$ cat config.mk
export PLATFORM = sky130hd
export DESIGN_NAME = rtc_calendar_core
export DESIGN_NICKNAME = d
export VERILOG_FILES = /design/src/rtl/rtc_calendar_core.sv
export SDC_FILE = /design/constraint.sdc
export NUM_CORES = 1
export LEC_CHECK = 0
export ABC_CLOCK_PERIOD_IN_PS = 29600
export CORE_AREA = 2 2 117 119
export CTS_BUF_LIST = sky130_fd_sc_hd__clkbuf_8
export DETAILED_ROUTE_END_ITERATION = 8
export DIE_AREA = 0 0 119 121
export HOLD_SLACK_MARGIN = 0.1
export MAX_ROUTING_LAYER = met4
export SLEW_MARGIN = 20
export SYNTH_ARGS = -nofsm -noshare
export SYNTH_HDL_FRONTEND = slang
export SYNTH_SLANG_ARGS = --single-unit
export TNS_END_PERCENT = 100
$ cat constraint.sdc
create_clock -name clk -period 29.6 [get_ports clk]
set_clock_uncertainty 0.2 [all_clocks]
set_input_delay 4.44 -clock clk [delete_from_list [all_inputs] [get_ports clk]]
set_output_delay 4.44 -clock clk [all_outputs]
set_load 0.05 [all_outputs]
$ cat src/rtl/rtc_calendar_core.sv
// Real-time clock/calendar: 1 s prescaler, HH:MM:SS DD/MM/YYYY with Gregorian leap years,
// validated bulk load and 12 h view. Define RTC_ALARM_EN to build the optional alarm.
module rtc_calendar_core #(
    parameter int CLK_HZ   = 1,
    parameter int YEAR_W   = 12,
    parameter int YEAR_MIN = 2020,
    parameter int YEAR_MAX = 2099
) (
    input  logic              clk,
    input  logic              reset,
    input  logic              load,
    input  logic [4:0]        ld_hour,
    input  logic [5:0]        ld_min,
    input  logic [5:0]        ld_sec,
    input  logic [4:0]        ld_day,
    input  logic [3:0]        ld_month,
    input  logic [YEAR_W-1:0] ld_year,
    output logic [4:0]        hour,
    output logic [5:0]        min,
    output logic [5:0]        sec,
    output logic [4:0]        day,
    output logic [3:0]        month,
    output logic [YEAR_W-1:0] year,
    output logic [3:0]        disp_hour,
    output logic              pm,
    output logic              sec_pulse,
    output logic              load_err,
    input  logic              alarm_set,
    input  logic [4:0]        alarm_hour,
    input  logic [5:0]        alarm_min,
    input  logic              alarm_ack,
    output logic              alarm_ring
);

    localparam int                PW         = (CLK_HZ > 1) ? $clog2(CLK_HZ) : 1;
    localparam logic [PW-1:0]     PRESC_LAST = PW'(CLK_HZ - 1);
    localparam logic [YEAR_W-1:0] YMIN       = YEAR_W'(YEAR_MIN);
    localparam logic [YEAR_W-1:0] YMAX       = YEAR_W'(YEAR_MAX);

    function automatic logic is_leap(input logic [YEAR_W-1:0] y);
        logic [31:0] yy;
        yy = 32'(y);
        return (((yy % 32'd4) == 32'd0) && ((yy % 32'd100) != 32'd0)) || ((yy % 32'd400) == 32'd0);
    endfunction

    function automatic logic [4:0] days_in_month(input logic [3:0] m, input logic [YEAR_W-1:0] y);
        case (m)
            4'd2:                    days_in_month = is_leap(y) ? 5'd29 : 5'd28;
            4'd4, 4'd6, 4'd9, 4'd11: days_in_month = 5'd30;
            default:                 days_in_month = 5'd31;
        endcase
    endfunction

    logic [PW-1:0]     presc_q, presc_d;
    logic [4:0]        hour_q, hour_d;
    logic [5:0]        min_q, min_d;
    logic [5:0]        sec_q, sec_d;
    logic [4:0]        day_q, day_d;
    logic [3:0]        month_q, month_d;
    logic [YEAR_W-1:0] year_q, year_d;
    logic              pulse_q, err_q;
    logic              tick, ld_ok, ld_take, adv, al_err;
    logic              c_min, c_hour, c_day, c_month, c_year;

    assign tick    = (presc_q == PRESC_LAST);
    assign ld_ok   = (ld_hour <= 5'd23) && (ld_min <= 6'd59) && (ld_sec <= 6'd59) &&
                     (ld_month >= 4'd1) && (ld_month <= 4'd12) &&
                     (ld_day >= 5'd1) && (ld_day <= days_in_month(ld_month, ld_year)) &&
                     (ld_year >= YMIN) && (ld_year <= YMAX);
    assign ld_take = load && ld_ok;
    // A successful load swallows a coinciding tick; a rejected one lets it through.
    assign adv     = tick && !ld_take;
    assign c_min   = adv && (sec_q == 6'd59);
    assign c_hour  = c_min && (min_q == 6'd59);
    assign c_day   = c_hour && (hour_q == 5'd23);
    assign c_month = c_day && (day_q == days_in_month(month_q, year_q));
    assign c_year  = c_month && (month_q == 4'd12);

    always_comb begin
        presc_d = tick ? '0 : presc_q + 1'b1;
        hour_d  = hour_q;
        min_d   = min_q;
        sec_d   = sec_q;
        day_d   = day_q;
        month_d = month_q;
        year_d  = year_q;
        if (ld_take) begin
            presc_d = '0;
            hour_d  = ld_hour;
            min_d   = ld_min;
            sec_d   = ld_sec;
            day_d   = ld_day;
            month_d = ld_month;
            year_d  = ld_year;
        end else begin
            if (adv)     sec_d   = c_min   ? 6'd0 : sec_q + 6'd1;
            if (c_min)   min_d   = c_hour  ? 6'd0 : min_q + 6'd1;
            if (c_hour)  hour_d  = c_day   ? 5'd0 : hour_q + 5'd1;
            if (c_day)   day_d   = c_month ? 5'd1 : day_q + 5'd1;
            if (c_month) month_d = c_year  ? 4'd1 : month_q + 4'd1;
            if (c_year)  year_d  = (year_q == YMAX) ? YMIN : year_q + 1'b1;
        end
    end

    always_ff @(posedge clk) begin
        if (reset) begin
            presc_q <= '0;
            hour_q  <= '0;
            min_q   <= '0;
            sec_q   <= '0;
            day_q   <= 5'd1;
            month_q <= 4'd1;
            year_q  <= YMIN;
            pulse_q <= 1'b0;
            err_q   <= 1'b0;
        end else begin
            presc_q <= presc_d;
            hour_q  <= hour_d;
            min_q   <= min_d;
            sec_q   <= sec_d;
            day_q   <= day_d;
            month_q <= month_d;
            year_q  <= year_d;
            pulse_q <= adv;
            err_q   <= (load && !ld_ok) || al_err;
        end
    end

`ifdef RTC_ALARM_EN
    logic [4:0] ahour_q, ahour_d;
    logic [5:0] amin_q, amin_d;
    logic       armed_q, armed_d, ring_q, ring_d;
    logic       al_ok, al_match;

    assign al_ok    = (alarm_hour <= 5'd23) && (alarm_min <= 6'd59);
    assign al_err   = alarm_set && !al_ok;
    // Only a real second advance can match, so a load onto the alarm minute never rings.
    assign al_match = adv && armed_q && (sec_d == 6'd0) && (min_d == amin_q) && (hour_d == ahour_q);

    always_comb begin
        ahour_d = ahour_q;
        amin_d  = amin_q;
        armed_d = armed_q;
        ring_d  = ring_q;
        if (alarm_set && al_ok) begin
            ahour_d = alarm_hour;
            amin_d  = alarm_min;
            armed_d = 1'b1;
        end
        if (alarm_ack)     ring_d = 1'b0;
        else if (al_match) ring_d = 1'b1;
    end

    always_ff @(posedge clk) begin
        if (reset) begin
            ahour_q <= '0;
            amin_q  <= '0;
            armed_q <= 1'b0;
            ring_q  <= 1'b0;
        end else begin
            ahour_q <= ahour_d;
            amin_q  <= amin_d;
            armed_q <= armed_d;
            ring_q  <= ring_d;
        end
    end

    assign alarm_ring = ring_q;
`else
    logic alarm_unused;
    assign alarm_unused = ^{alarm_set, alarm_hour, alarm_min, alarm_ack};
    assign al_err       = 1'b0;
    assign alarm_ring   = 1'b0;
`endif

    always_comb begin
        if (hour_q == 5'd0)       disp_hour = 4'd12;
        else if (hour_q > 5'd12)  disp_hour = 4'(hour_q - 5'd12);
        else                      disp_hour = hour_q[3:0];
    end

    assign pm        = (hour_q >= 5'd12);
    assign hour      = hour_q;
    assign min       = min_q;
    assign sec       = sec_q;
    assign day       = day_q;
    assign month     = month_q;
    assign year      = year_q;
    assign sec_pulse = pulse_q;
    assign load_err  = err_q;

endmodule

==> impl_metrics.csv <==
group,metric,value,unit
status,run_status,"completed",
sta,min_period,14.30,ns
synthesis,synth_flop_cell,"dfxtp_1",
route,via_per_inst,6.01,
sta,finalMaxSlewViolations,0,
setup_path,r2r-start,"year[8]$_SDFFE_PP1P_",
clocking,cts_max_level,2,
route,drc,0,
synthesis,syn_area,5150,um2
synthesis,yosys-top-cells-area,"dfxtp_1 (16%), a21oi_1 (5.8%), nor2_1 (5.6%)",
floorplan,fp.dieW,119,um
sta,hold_slack,0.335,ns
route,vias,5867,
sta,hold_violations,0,
clocking,ctsHoldBuffers,0,
clocking,cts_resized,0,
global_routing,antenna_found_initial,0,
setup_path,cp.arrival,14.29,ns
clocking,clk_latency,0.30,ns
setup_path,cpMostUsedCell,"or3_1",
final_layout,syn2layout_area_growth,18.8,%
final_layout,fill_cells,1353,
clocking,cts_buffers,5,
setup_path,rr_endpoint,"day[4]$_SDFFE_PP0P_",
placed_design,place_hpwl,12100,um
synthesis,syn_area_per_cell,6.83,um2
pwr,leakagePower,2.17,nW
setup_path,crit_end,"year[2]$_SDFFE_PP1P_",
final_layout,final_util,46.7,%
floorplan,core-area,13100,um2
final_layout,final_common_cell,"clkdlybuf4s50_1",
setup_path,path_class,"input pin to register",
pwr,ir_drop,0.0189,mV
flow_run,cap_violations,0,
floorplan,die_h,121,um
global_routing,grt_overflow,0,
route,first_iter_violations,523,
global_routing,grt_pass1_wl,27300,um
setup_path,required,29.59,ns
setup_path,slowest_delay,0.73,ns
setup_path,path_max_fanout,19,
sta,fmax,69.9,MHz
floorplan,die_area,14400,um2
global_routing,grt_pass1_vias,5625,
placed_design,io_buffers,85,
setup_path,crit_path_start,"ld_year[8]",
synthesis,ys_seq_area_share,15.9,%
setup_path,reg2reg_depth,20,
global_routing,globalRouteTotalUtil,23.2,%
synthesis,synth_top_area_cell,"dfxtp_1",
final_layout,layout-drive-gt1-share,3.75,%
min_path,hp-start,"min[1]$_SDFFE_PP0P_",
setup_path,cpMaxStageDelayCell,"clkdlybuf4s50_1",
floorplan,io_pins,100,
clocking,postCtsSetupRepairBufs,0,
final_layout,nNetsFinal,872,
route,drt-pass1-iter-count,5,
clocking,cts_tree,"built",
synthesis,async_reset_ff_share,0,%
setup_path,cp-end-kind,"register",
final_layout,mostFrequentLayoutCells,"clkdlybuf4s50_1 (85), nor2_1 (77), nand2_1 (75)",
global_routing,grt_max_degree,59,
route,wl,16000,um
floorplan,rows,42,
synthesis,syn_inst,753,
synthesis,yosysWarningCount,0,
setup_path,start_kind,"input pin",
synthesis,synth.distinct_cells,88,
sta,fin_ws,15.30,ns
sta,rsz0062_at_grt,"false",
synthesis,synth_edf_count,0,
placed_design,dpl_worst_slack,14.93,ns
clocking,clockBufferDepth,2,
final_layout,diodes,0,
sta,finalSetupViolCount,0,
floorplan,start_util,39.3,%
clocking,clock-sinks,41,
sta,finalSetupTns,0,ns
setup_path,rrSetupSlack,22.80,ns
route,ant_nets,0,
route,wire_per_inst,16.4,um
sta,fin_crit_sh,48.3,%
synthesis,ys_ff_latch,41,
placed_design,place_congestion,0.876,
sta,worst_slew_pin_slew,0.882,ns
clocking,path_clk_slew,0.08,ns
synthesis,yosys.area.top_type_share,15.9,%
clocking,clockRootBuffer,"clkbuf_8",
pwr,power_density,24.4,nW/um2
sta,slew_headroom,40.7,%
min_path,hold_path.class,"register to register",
metrics by stage:
step / std cells / power, W / cell area [um2]
after floorplan: 754 / 0.0000960 / 5150
after global placement: 969 / 0.000112 / 6030
after detailed placement: 969 / 0.000112 / 6030
after CTS: 976 / 0.000150 / 6110
after global routing: 976 / 0.000159 / 6120
final: 976 / 0.000149 / 6120
area by class of cell:
type,count,area (um2),area share (%)
multi-input combinational,633,4000,65.3
inverter,30,113,1.84
sequential,41,821,13.4
tap,176,220,3.60
clock inverter,1,3.75,0.0614
timing repair buffer,89,881,14.4
clock buffer,6,82.6,1.35
kinds of logic after synthesis:
kind of cell / Yosys count / share of synthesized area [%]
compound gates: 267 / 36.8
xor+xnor: 21 / 3.72
fa+ha+maj: 20 / 4.77
buf+inv: 80 / 6.56
flops: 41 / 15.9
mux: 6 / 1.22
other cells: 1 / 0.0729
simple gates: 317 / 30.9
registers in the layout, indices dropped and copies added (netlist names):
register and flops:
sec 6, sec_pulse 1, year 12, min 6, hour 5, load_err 1, month 4, day 5
presc_q 1
worst min path at each step:
stage	cells past startpoint	endpoint	slack, ns
after floorplan	3	min[1]$_SDFFE_PP0P_	0.37
after global placement	2	min[1]$_SDFFE_PP0P_	0.32
after detailed placement	2	min[1]$_SDFFE_PP0P_	0.32
after CTS	2	min[1]$_SDFFE_PP0P_	0.33
after global routing	2	min[1]$_SDFFE_PP0P_	0.35
final	2	min[1]$_SDFFE_PP0P_	0.33
routing by layer:
metal | vias up | share of wire (%) | global-route usage (%)
met1 | 2760 | 45 | 28.8
met3 | 27 | 3.3 | 1.88
met4 | 0 | 2.3 | 7.44
li1 | 2929 | - | -
met5 | - | 0 | -
met2 | 151 | 49 | 40.3
cells in the mapped netlist (all sizes together) (6+ instances only):
| cell type | count |
|---|---|
| nand2 | 76 |
| nor4 | 6 |
| nand4 | 8 |
| a311oi | 8 |
| o21a | 11 |
| or3 | 14 |
| xnor2 | 15 |
| a21oi | 62 |
| a211oi | 15 |
| buf | 16 |
| o31ai | 17 |
| nor3b | 7 |
| o21ai | 51 |
| ha | 18 |
| nand2b | 7 |
| nor3 | 43 |
| nand3 | 29 |
| dfxtp | 41 |
| o211ai | 19 |
| and2 | 10 |
| and3 | 9 |
| nor2 | 77 |
| xor2 | 6 |
| nand3b | 6 |
| clkbuf | 34 |
| inv | 30 |
| nor2b | 6 |
| a31oi | 13 |
power by group:
group / internal, W / total [W] / switching (W)
Sequential: 0.0000561 / 0.0000577 / 0.00000158
Clock: 0.0000182 / 0.0000374 / 0.0000192
Combinational: 0.0000216 / 0.0000540 / 0.0000324
worst max-delay path, delay by kind of cell:
kind / cells / cell delay, ns
AND/OR/NAND/NOR: 19 / 5.14
AO/OA/AOI/OAI: 10 / 2.44
buffers and inverters: 4 / 1.26
adder cells (fa/ha/maj): 2 / 0.60
XOR/XNOR: 2 / 0.36
No activity file was read; power rests on OpenSTA's default activity.
